[src/rtl/div_ctrl_if.sv]
// rtl/div_ctrl_if.sv - issue, writeback and divider handshake bundle for div_ctrl.
// master is the controller side; slave is the surrounding issue/writeback/divider side.
interface div_ctrl_if #(
  parameter int TAG_W = 5
) ();
  logic             req_valid;
  logic             req_ready;
  logic [1:0]       req_op;
  logic             req_word;
  logic [63:0]      req_src1;
  logic [63:0]      req_src2;
  logic [TAG_W-1:0] req_tag;
  logic             resp_valid;
  logic             resp_ready;
  logic [63:0]      resp_data;
  logic [TAG_W-1:0] resp_tag;
  logic [63:0]      div_x;
  logic [63:0]      div_y;
  logic             div_signed;
  logic             div_valid;
  logic             div_ready;
  logic             div_out_valid;
  logic [63:0]      div_quot;
  logic [63:0]      div_rem;

  modport master (
    input  req_valid, req_op, req_word, req_src1, req_src2, req_tag, resp_ready,
           div_ready, div_out_valid, div_quot, div_rem,
    output req_ready, resp_valid, resp_data, resp_tag, div_x, div_y, div_signed, div_valid
  );

  modport slave (
    output req_valid, req_op, req_word, req_src1, req_src2, req_tag, resp_ready,
           div_ready, div_out_valid, div_quot, div_rem,
    input  req_ready, resp_valid, resp_data, resp_tag, div_x, div_y, div_signed, div_valid
  );
endinterface

[src/rtl/div_ctrl.sv]
// rtl/div_ctrl.sv - RV64M divide requester: W operand prep, x/0 and overflow bypass, divider handshake.
// Define DIVCTL_RESULT_CACHE_EN to reuse the last completed divider result on a repeat-operand request.
module div_ctrl #(
  parameter int TAG_W = 5
) (
  input  logic       clk,
  input  logic       reset,
  input  logic       flush,
  div_ctrl_if.master bus
);
  localparam logic [2:0] S_IDLE  = 3'd0;
  localparam logic [2:0] S_ISSUE = 3'd1;
  localparam logic [2:0] S_WAIT  = 3'd2;
  localparam logic [2:0] S_RESP  = 3'd3;
  localparam logic [2:0] S_DRAIN = 3'd4;

  logic [2:0]       state_q, state_d;
  logic [63:0]      div_x_q, div_x_d, div_y_q, div_y_d;
  logic [63:0]      resp_data_q, resp_data_d;
  logic             div_signed_q, div_signed_d;
  logic             rem_sel_q, rem_sel_d;
  logic             word_q, word_d;
  logic [TAG_W-1:0] resp_tag_q, resp_tag_d;

  logic [63:0] x_prep, y_prep, min_neg, byp_quot, byp_rem, hit_quot, hit_rem;
  logic        sgn, accept, zero_div, ovf, bypass, hit, div_hs;

  function automatic logic [63:0] prep(input logic [63:0] v, input logic w, input logic s);
    if (!w) return v;
    return s ? {{32{v[31]}}, v[31:0]} : {32'b0, v[31:0]};
  endfunction

  // W results are sign-extended from bit 31 even for the unsigned ops.
  function automatic logic [63:0] sel_result(input logic [63:0] q, input logic [63:0] r,
                                             input logic rem, input logic w);
    logic [63:0] v;
    v = rem ? r : q;
    return w ? {{32{v[31]}}, v[31:0]} : v;
  endfunction

  always_comb begin
    sgn      = ~bus.req_op[0];
    x_prep   = prep(bus.req_src1, bus.req_word, sgn);
    y_prep   = prep(bus.req_src2, bus.req_word, sgn);
    min_neg  = bus.req_word ? 64'hFFFF_FFFF_8000_0000 : 64'h8000_0000_0000_0000;
    zero_div = (y_prep == 64'd0);
    ovf      = sgn & (x_prep == min_neg) & (&y_prep);
    bypass   = zero_div | ovf;
    byp_quot = zero_div ? {64{1'b1}} : x_prep;
    byp_rem  = zero_div ? x_prep : 64'd0;
  end

  assign bus.req_ready  = (state_q == S_IDLE) & ~flush;
  assign accept         = bus.req_valid & bus.req_ready;
  assign div_hs         = bus.div_valid & bus.div_ready;
  assign bus.div_valid  = (state_q == S_ISSUE);
  assign bus.resp_valid = (state_q == S_RESP);
  assign bus.resp_data  = resp_data_q;
  assign bus.resp_tag   = resp_tag_q;
  assign bus.div_x      = div_x_q;
  assign bus.div_y      = div_y_q;
  assign bus.div_signed = div_signed_q;

`ifdef DIVCTL_RESULT_CACHE_EN
  logic        cache_vld_q, cache_vld_d, cache_sgn_q, cache_sgn_d, cache_word_q, cache_word_d;
  logic [63:0] cache_x_q, cache_x_d, cache_y_q, cache_y_d;
  logic [63:0] cache_quot_q, cache_quot_d, cache_rem_q, cache_rem_d;

  assign hit = cache_vld_q & (cache_x_q == x_prep) & (cache_y_q == y_prep) &
               (cache_sgn_q == sgn) & (cache_word_q == bus.req_word);
  assign hit_quot = cache_quot_q;
  assign hit_rem  = cache_rem_q;

  // Only results actually delivered are kept; drained results may belong to a killed op.
  always_comb begin
    cache_vld_d  = cache_vld_q;
    cache_sgn_d  = cache_sgn_q;
    cache_word_d = cache_word_q;
    cache_x_d    = cache_x_q;
    cache_y_d    = cache_y_q;
    cache_quot_d = cache_quot_q;
    cache_rem_d  = cache_rem_q;
    if ((state_q == S_WAIT) && bus.div_out_valid && !flush) begin
      cache_vld_d  = 1'b1;
      cache_sgn_d  = div_signed_q;
      cache_word_d = word_q;
      cache_x_d    = div_x_q;
      cache_y_d    = div_y_q;
      cache_quot_d = bus.div_quot;
      cache_rem_d  = bus.div_rem;
    end
  end

  always_ff @(posedge clk) begin
    if (reset) begin
      cache_vld_q  <= 1'b0;
      cache_sgn_q  <= 1'b0;
      cache_word_q <= 1'b0;
      cache_x_q    <= 64'd0;
      cache_y_q    <= 64'd0;
      cache_quot_q <= 64'd0;
      cache_rem_q  <= 64'd0;
    end else begin
      cache_vld_q  <= cache_vld_d;
      cache_sgn_q  <= cache_sgn_d;
      cache_word_q <= cache_word_d;
      cache_x_q    <= cache_x_d;
      cache_y_q    <= cache_y_d;
      cache_quot_q <= cache_quot_d;
      cache_rem_q  <= cache_rem_d;
    end
  end
`else
  assign hit      = 1'b0;
  assign hit_quot = 64'd0;
  assign hit_rem  = 64'd0;
`endif

  always_comb begin
    state_d      = state_q;
    div_x_d      = div_x_q;
    div_y_d      = div_y_q;
    div_signed_d = div_signed_q;
    rem_sel_d    = rem_sel_q;
    word_d       = word_q;
    resp_tag_d   = resp_tag_q;
    resp_data_d  = resp_data_q;
    case (state_q)
      S_IDLE: begin
        if (accept) begin
          div_x_d      = x_prep;
          div_y_d      = y_prep;
          div_signed_d = sgn;
          rem_sel_d    = bus.req_op[1];
          word_d       = bus.req_word;
          resp_tag_d   = bus.req_tag;
          if (bypass) begin
            resp_data_d = sel_result(byp_quot, byp_rem, bus.req_op[1], bus.req_word);
            state_d     = S_RESP;
          end else if (hit) begin
            resp_data_d = sel_result(hit_quot, hit_rem, bus.req_op[1], bus.req_word);
            state_d     = S_RESP;
          end else begin
            state_d = S_ISSUE;
          end
        end
      end
      // The divider cannot be aborted, so a kill after its handshake must wait it out.
      S_ISSUE: begin
        if (flush)       state_d = div_hs ? S_DRAIN : S_IDLE;
        else if (div_hs) state_d = S_WAIT;
      end
      S_WAIT: begin
        if (bus.div_out_valid) begin
          if (flush) begin
            state_d = S_IDLE;
          end else begin
            resp_data_d = sel_result(bus.div_quot, bus.div_rem, rem_sel_q, word_q);
            state_d     = S_RESP;
          end
        end else if (flush) begin
          state_d = S_DRAIN;
        end
      end
      S_RESP:  if (flush || bus.resp_ready) state_d = S_IDLE;
      S_DRAIN: if (bus.div_out_valid) state_d = S_IDLE;
      default: state_d = S_IDLE;
    endcase
  end

  always_ff @(posedge clk) begin
    if (reset) begin
      state_q      <= S_IDLE;
      div_x_q      <= 64'd0;
      div_y_q      <= 64'd0;
      div_signed_q <= 1'b0;
      rem_sel_q    <= 1'b0;
      word_q       <= 1'b0;
      resp_tag_q   <= '0;
      resp_data_q  <= 64'd0;
    end else begin
      state_q      <= state_d;
      div_x_q      <= div_x_d;
      div_y_q      <= div_y_d;
      div_signed_q <= div_signed_d;
      rem_sel_q    <= rem_sel_d;
      word_q       <= word_d;
      resp_tag_q   <= resp_tag_d;
      resp_data_q  <= resp_data_d;
    end
  end
endmodule
[src/flat_wrapper.sv]
// flat-port wrapper written by rule: the top's interface ports become plain ports
module div_ctrl_flat 
#(
  parameter int TAG_W = 5
)
  (clk, reset, flush, bus_req_valid, bus_req_op, bus_req_word, bus_req_src1, bus_req_src2, bus_req_tag, bus_resp_ready, bus_div_ready, bus_div_out_valid, bus_div_quot, bus_div_rem, bus_req_ready, bus_resp_valid, bus_resp_data, bus_resp_tag, bus_div_x, bus_div_y, bus_div_signed, bus_div_valid);
  div_ctrl_if #(.TAG_W(TAG_W)) bus_i ();
  input  logic clk;
  input  logic reset;
  input  logic flush;
  input wire logic [$bits(bus_i.req_valid)-1:0] bus_req_valid;
  input wire logic [$bits(bus_i.req_op)-1:0] bus_req_op;
  input wire logic [$bits(bus_i.req_word)-1:0] bus_req_word;
  input wire logic [$bits(bus_i.req_src1)-1:0] bus_req_src1;
  input wire logic [$bits(bus_i.req_src2)-1:0] bus_req_src2;
  input wire logic [$bits(bus_i.req_tag)-1:0] bus_req_tag;
  input wire logic [$bits(bus_i.resp_ready)-1:0] bus_resp_ready;
  input wire logic [$bits(bus_i.div_ready)-1:0] bus_div_ready;
  input wire logic [$bits(bus_i.div_out_valid)-1:0] bus_div_out_valid;
  input wire logic [$bits(bus_i.div_quot)-1:0] bus_div_quot;
  input wire logic [$bits(bus_i.div_rem)-1:0] bus_div_rem;
  output wire logic [$bits(bus_i.req_ready)-1:0] bus_req_ready;
  output wire logic [$bits(bus_i.resp_valid)-1:0] bus_resp_valid;
  output wire logic [$bits(bus_i.resp_data)-1:0] bus_resp_data;
  output wire logic [$bits(bus_i.resp_tag)-1:0] bus_resp_tag;
  output wire logic [$bits(bus_i.div_x)-1:0] bus_div_x;
  output wire logic [$bits(bus_i.div_y)-1:0] bus_div_y;
  output wire logic [$bits(bus_i.div_signed)-1:0] bus_div_signed;
  output wire logic [$bits(bus_i.div_valid)-1:0] bus_div_valid;
  assign bus_i.req_valid = bus_req_valid;
  assign bus_i.req_op = bus_req_op;
  assign bus_i.req_word = bus_req_word;
  assign bus_i.req_src1 = bus_req_src1;
  assign bus_i.req_src2 = bus_req_src2;
  assign bus_i.req_tag = bus_req_tag;
  assign bus_i.resp_ready = bus_resp_ready;
  assign bus_i.div_ready = bus_div_ready;
  assign bus_i.div_out_valid = bus_div_out_valid;
  assign bus_i.div_quot = bus_div_quot;
  assign bus_i.div_rem = bus_div_rem;
  assign bus_req_ready = bus_i.req_ready;
  assign bus_resp_valid = bus_i.resp_valid;
  assign bus_resp_data = bus_i.resp_data;
  assign bus_resp_tag = bus_i.resp_tag;
  assign bus_div_x = bus_i.div_x;
  assign bus_div_y = bus_i.div_y;
  assign bus_div_signed = bus_i.div_signed;
  assign bus_div_valid = bus_i.div_valid;
  div_ctrl #(.TAG_W(TAG_W)) u_core (.clk(clk), .reset(reset), .flush(flush), .bus(bus_i));
endmodule
[config.mk]
export PLATFORM = sky130hd
export DESIGN_NAME = div_ctrl_flat
export DESIGN_NICKNAME = d
export VERILOG_FILES = /design/src/rtl/div_ctrl_if.sv /design/src/rtl/div_ctrl.sv /design/src/flat_wrapper.sv
export SDC_FILE = /design/constraint.sdc
export NUM_CORES = 1
export LEC_CHECK = 0
export BUFFER_PORTS_ARGS = -buffer_cell sky130_fd_sc_hd__buf_2
export CORE_AREA = 2 2 184 186
export CTS_CLUSTER_DIAMETER = 40
export DETAILED_ROUTE_END_ITERATION = 12
export DIE_AREA = 0 0 186 188
export GPL_TIMING_DRIVEN = 0
export SKIP_LAST_GASP = 1
export SYNTH_ARGS = -nofsm -noshare
export SYNTH_HDL_FRONTEND = slang
export SYNTH_SLANG_ARGS = --single-unit
[constraint.sdc]
create_clock -name clk -period 2.45 [get_ports clk]
set_clock_uncertainty 0.05 [all_clocks]
set_input_delay 0.1225 -clock clk [delete_from_list [all_inputs] [get_ports clk]]
set_output_delay 0.1225 -clock clk [all_outputs]
set_load 0.05 [all_outputs]
==> impl_metrics.env <==
export IMPL_rsz0062_at_grt="true"
export IMPL_synth_compound_area_share_pct=20.4
export IMPL_async_reset_ff_share_pct=0
export IMPL_yosysWarnings=0
export IMPL_critPathRequiredTime_ns=2.82
export IMPL_htree_num_levels=2
export IMPL_min_from="bus_req_src1[51]"
export IMPL_grtUsageTotal_pct=26.6
export IMPL_final_fill_count=3226
export IMPL_setup_viol=0
export IMPL_fin_util_pct=48.5
export IMPL_grt_util_met2_pct=46.4
export IMPL_die_height_um=188
export IMPL_synth_top_area_cell="dfxtp_1"
export IMPL_insertion_delay_ns=0.52
export IMPL_holdPathStages=3
export IMPL_die_x_um=186
export IMPL_cp_start_kind="input port"
export IMPL_rows=67
export IMPL_crit_fanout=6
export IMPL_combPwrFrac_pct=24.9
export IMPL_dieArea_sq_um=35000
export IMPL_cts_root_buf="clkbuf_16"
export IMPL_drc_errors=0
export IMPL_worst_slew_pin_slew_ns=0.827
export IMPL_p_switching_w=0.00425
export IMPL_numCtsBuffers=38
export IMPL_cts_tree="done"
export IMPL_coreArea_sq_um=33100
export IMPL_worstHoldPathType="in -> reg"
export IMPL_vias=12000
export IMPL_slew_violations=0
export IMPL_wl_per_cell_um=21.2
export IMPL_io_pins=472
export IMPL_crit_top_cell="buf_12"
export IMPL_power_leakage_nw=6.59
export IMPL_clock_sinks=203
export IMPL_nNetsFinal=2124
export IMPL_cp_slowest_stage_delay_ns=0.54
export IMPL_outcome="complete, no violations"
export IMPL_synthMuxAreaShare_pct=12.7
export IMPL_switching_share_pct=34.1
export IMPL_wl_mm=49.4
export IMPL_crit_path_top_delay_cell="dlygate4sd3_1"
export IMPL_r2r_setup_slack_ns=0.12
export IMPL_finalHoldViolations=0
export IMPL_cts_max_path_buffers=3
export IMPL_mostFrequentLayoutCell="buf_2"
export IMPL_synth_cell_types=53
export IMPL_most_common_layout_cells="buf_2 (474), dfxtp_1 (203), a21oi_1 (165), nand2_1 (152), dlygate4sd3_1 (142)"
export IMPL_start_util_pct=30.5
export IMPL_power_density_nw_per_um2=777
export IMPL_synthFlopType="dfxtp_1"
export IMPL_max_cap_violations=0
export IMPL_drt_iter0_markers=702
export IMPL_synth_area_top_cells="dfxtp_1 (40%), mux2i_1 (13%), a21oi_1 (8.2%)"
export IMPL_arrival_ns=2.73
export IMPL_endpoint_kind="flop"
export IMPL_path_cells="dlygate4sd3_1 -> buf_2 -> nor4b_4 -> nand2_2 -> a2111oi_4 -> o2111ai_2 -> a21o_1 -> o21ai_4 -> buf_12 -> buf_12 -> mux2i_2"
export IMPL_path_clk_slew_ns=0.05
export IMPL_p_clk_share_pct=45.3
export IMPL_netlist_area_sq_um=10100
export IMPL_path_class="in -> reg"
export IMPL_r2r_start="u_core.state_q[2]"
export IMPL_p_int_w=0.00823
export IMPL_maxClockFrequency_mhz=424
export IMPL_netlist_area_leader_share_pct=40.2
export IMPL_ant_nets=0
export IMPL_drive_gt1_share_pct=35.1
export IMPL_grt_pass1_vias=11700
export IMPL_syn2layout_area_growth_pct=58.8
export IMPL_synth_xor_area_share_pct=0
export IMPL_finalWeightedCongestion=0.874
export IMPL_synth_simple_area_share_pct=20.4
export IMPL_ir_drop_mv=0.557
export IMPL_crit_start="bus_req_src1[8]"
export IMPL_use_met1_pct=30.2
export IMPL_portBuffers=471
export IMPL_synth_adder_area_share_pct=0
export IMPL_synth_seq_cells=203
export IMPL_rr_endpoint="u_core.state_q[0]"
export IMPL_grt_pass1_wl_mm=70.3
export IMPL_avgSynthCellArea_sq_um=8.48
export IMPL_power_frac_seq_pct=29.8
export IMPL_grt_max_degree=12
export IMPL_drtPass1Iterations=5
export IMPL_synth_top_family_by_area="compound AO/OA/AOI/OAI gates"
export IMPL_period_minus_slack_ns=2.36
export IMPL_holdPathEnd="u_core.bus.div_x[51]"
export IMPL_dpl_hpwl_mm=35.8
export IMPL_busiest_layer="met2"
export IMPL_min_period_over_period_pct=96.2
export IMPL_syn_instance_count=1192
export IMPL_ys_seq_area_share_pct=40.2
export IMPL_synthesis_nets=1463
export IMPL_grt_use_met3_pct=7.34
export IMPL_slew_headroom_pct=44.4
export IMPL_antenna_found_initial=5
export IMPL_reg2regPathDepth=7
export IMPL_tns_ns=0
export IMPL_grt_overflow=0
export IMPL_viasPerCell=5.15
export IMPL_synth_edf_count=0
[per-layer routing]
metal | part of all wire [%] | vias to the layer above
met4 | 3.8 | 2
met2 | 49 | 669
met3 | 9.6 | 118
li1 | - | 5595
met5 | 0.014 | -
met1 | 38 | 5647
[power groups by stage]
stage	sequential, W	clock [W]	combinational [W]
2_1_floorplan	0.00459	0	0.00103
4_1_cts	0.00371	0.00571	0.00305
6_report	0.00371	0.00566	0.00311
5_1_grt	0.00373	0.00584	0.00331
3_5_place_dp	0.00377	0	0.00285
3_3_place_gp	0.00376	0	0.00283
[sequential cells by signal, summed over array words and instances (netlist names)]
name	flops
u_core.bus.div_signed	1
u_core.rem_sel_q	1
u_core.word_q	1
u_core.bus.div_y	64
u_core.bus.div_x	64
u_core.state_q	3
u_core.bus.resp_data	64
u_core.bus.resp_tag	5
[how the worst max path moves through the flow]
stage | end | slack [ns]
4_1_cts | u_core.bus.div_x[26] | 0.0002
6_report | u_core.bus.resp_data[53] | 0.09
2_1_floorplan | u_core.bus.div_y[37] | 0.19
5_1_grt | u_core.state_q[2] | -0.03
3_3_place_gp | u_core.bus.resp_data[54] | -0.94
3_5_place_dp | u_core.bus.resp_data[54] | -0.89
[timing repair]
action	in CTS	in global routing
hold buffers	142	0
endpoints found under the setup margin	60	148
pin swaps	0	1
setup buffers	0	5
gates resized for setup	6	34
cloned	0	2
hold endpoints to repair	153	0
[per-stage QoR]
step	worst slack (ns)	instance area [sq um]	std cells	total power [W]	hold slack (ns)
3_5_place_dp	-0.894	13000	2112	0.00662	0.323
2_1_floorplan	0.194	10100	1192	0.00561	0.169
4_1_cts	0.000170	15900	2324	0.0125	0.00158
3_3_place_gp	-0.939	13000	2111	0.00660	0.318
6_report	0.0921	16000	2334	0.0125	0.0184
5_1_grt	-0.0252	16000	2334	0.0129	0.00594
[Yosys cell counts (15+ instances only)]
cell and n:
dfxtp_1 203, a21oi_1 166, nand2_1 153, mux2i_1 127, nor2_1 111, clkbuf_1 79, a211oi_1 62, or2b_2 57
o21ai_0 37, o211ai_1 33, o21ai_1 30, nor4_1 28, nand4_1 15
[area by class of cell]
| type | instances | area, sq um | area share, % |
|---|---|---|---|
| Timing Repair Buffer | 621 | 3880 | 24.2 |
| Buffer | 106 | 633 | 3.95 |
| Antenna cell | 3 | 7.51 | 0.0468 |
| Clock buffer | 47 | 1040 | 6.51 |
| Clock inverter | 23 | 328 | 2.04 |
| Multi-Input combinational cell | 879 | 5520 | 34.4 |
| Tap cell | 448 | 561 | 3.49 |
| Sequential cell | 203 | 4060 | 25.3 |
| Inverter | 4 | 15.0 | 0.0936 |
[cell families after synthesis]
family,count (synthesis)
simple gates,405
compound gates,346
mux,128
buf+inv,110
flops,203
[critical path: cells and delay by family]
family,cells,cell delay [ns]
buffers and inverters,4,1.04
multiplexers,1,0.22
AND/OR/NAND/NOR,2,0.43
AO/OA/AOI/OAI,4,0.89
(Power assumes the default switching activity.)
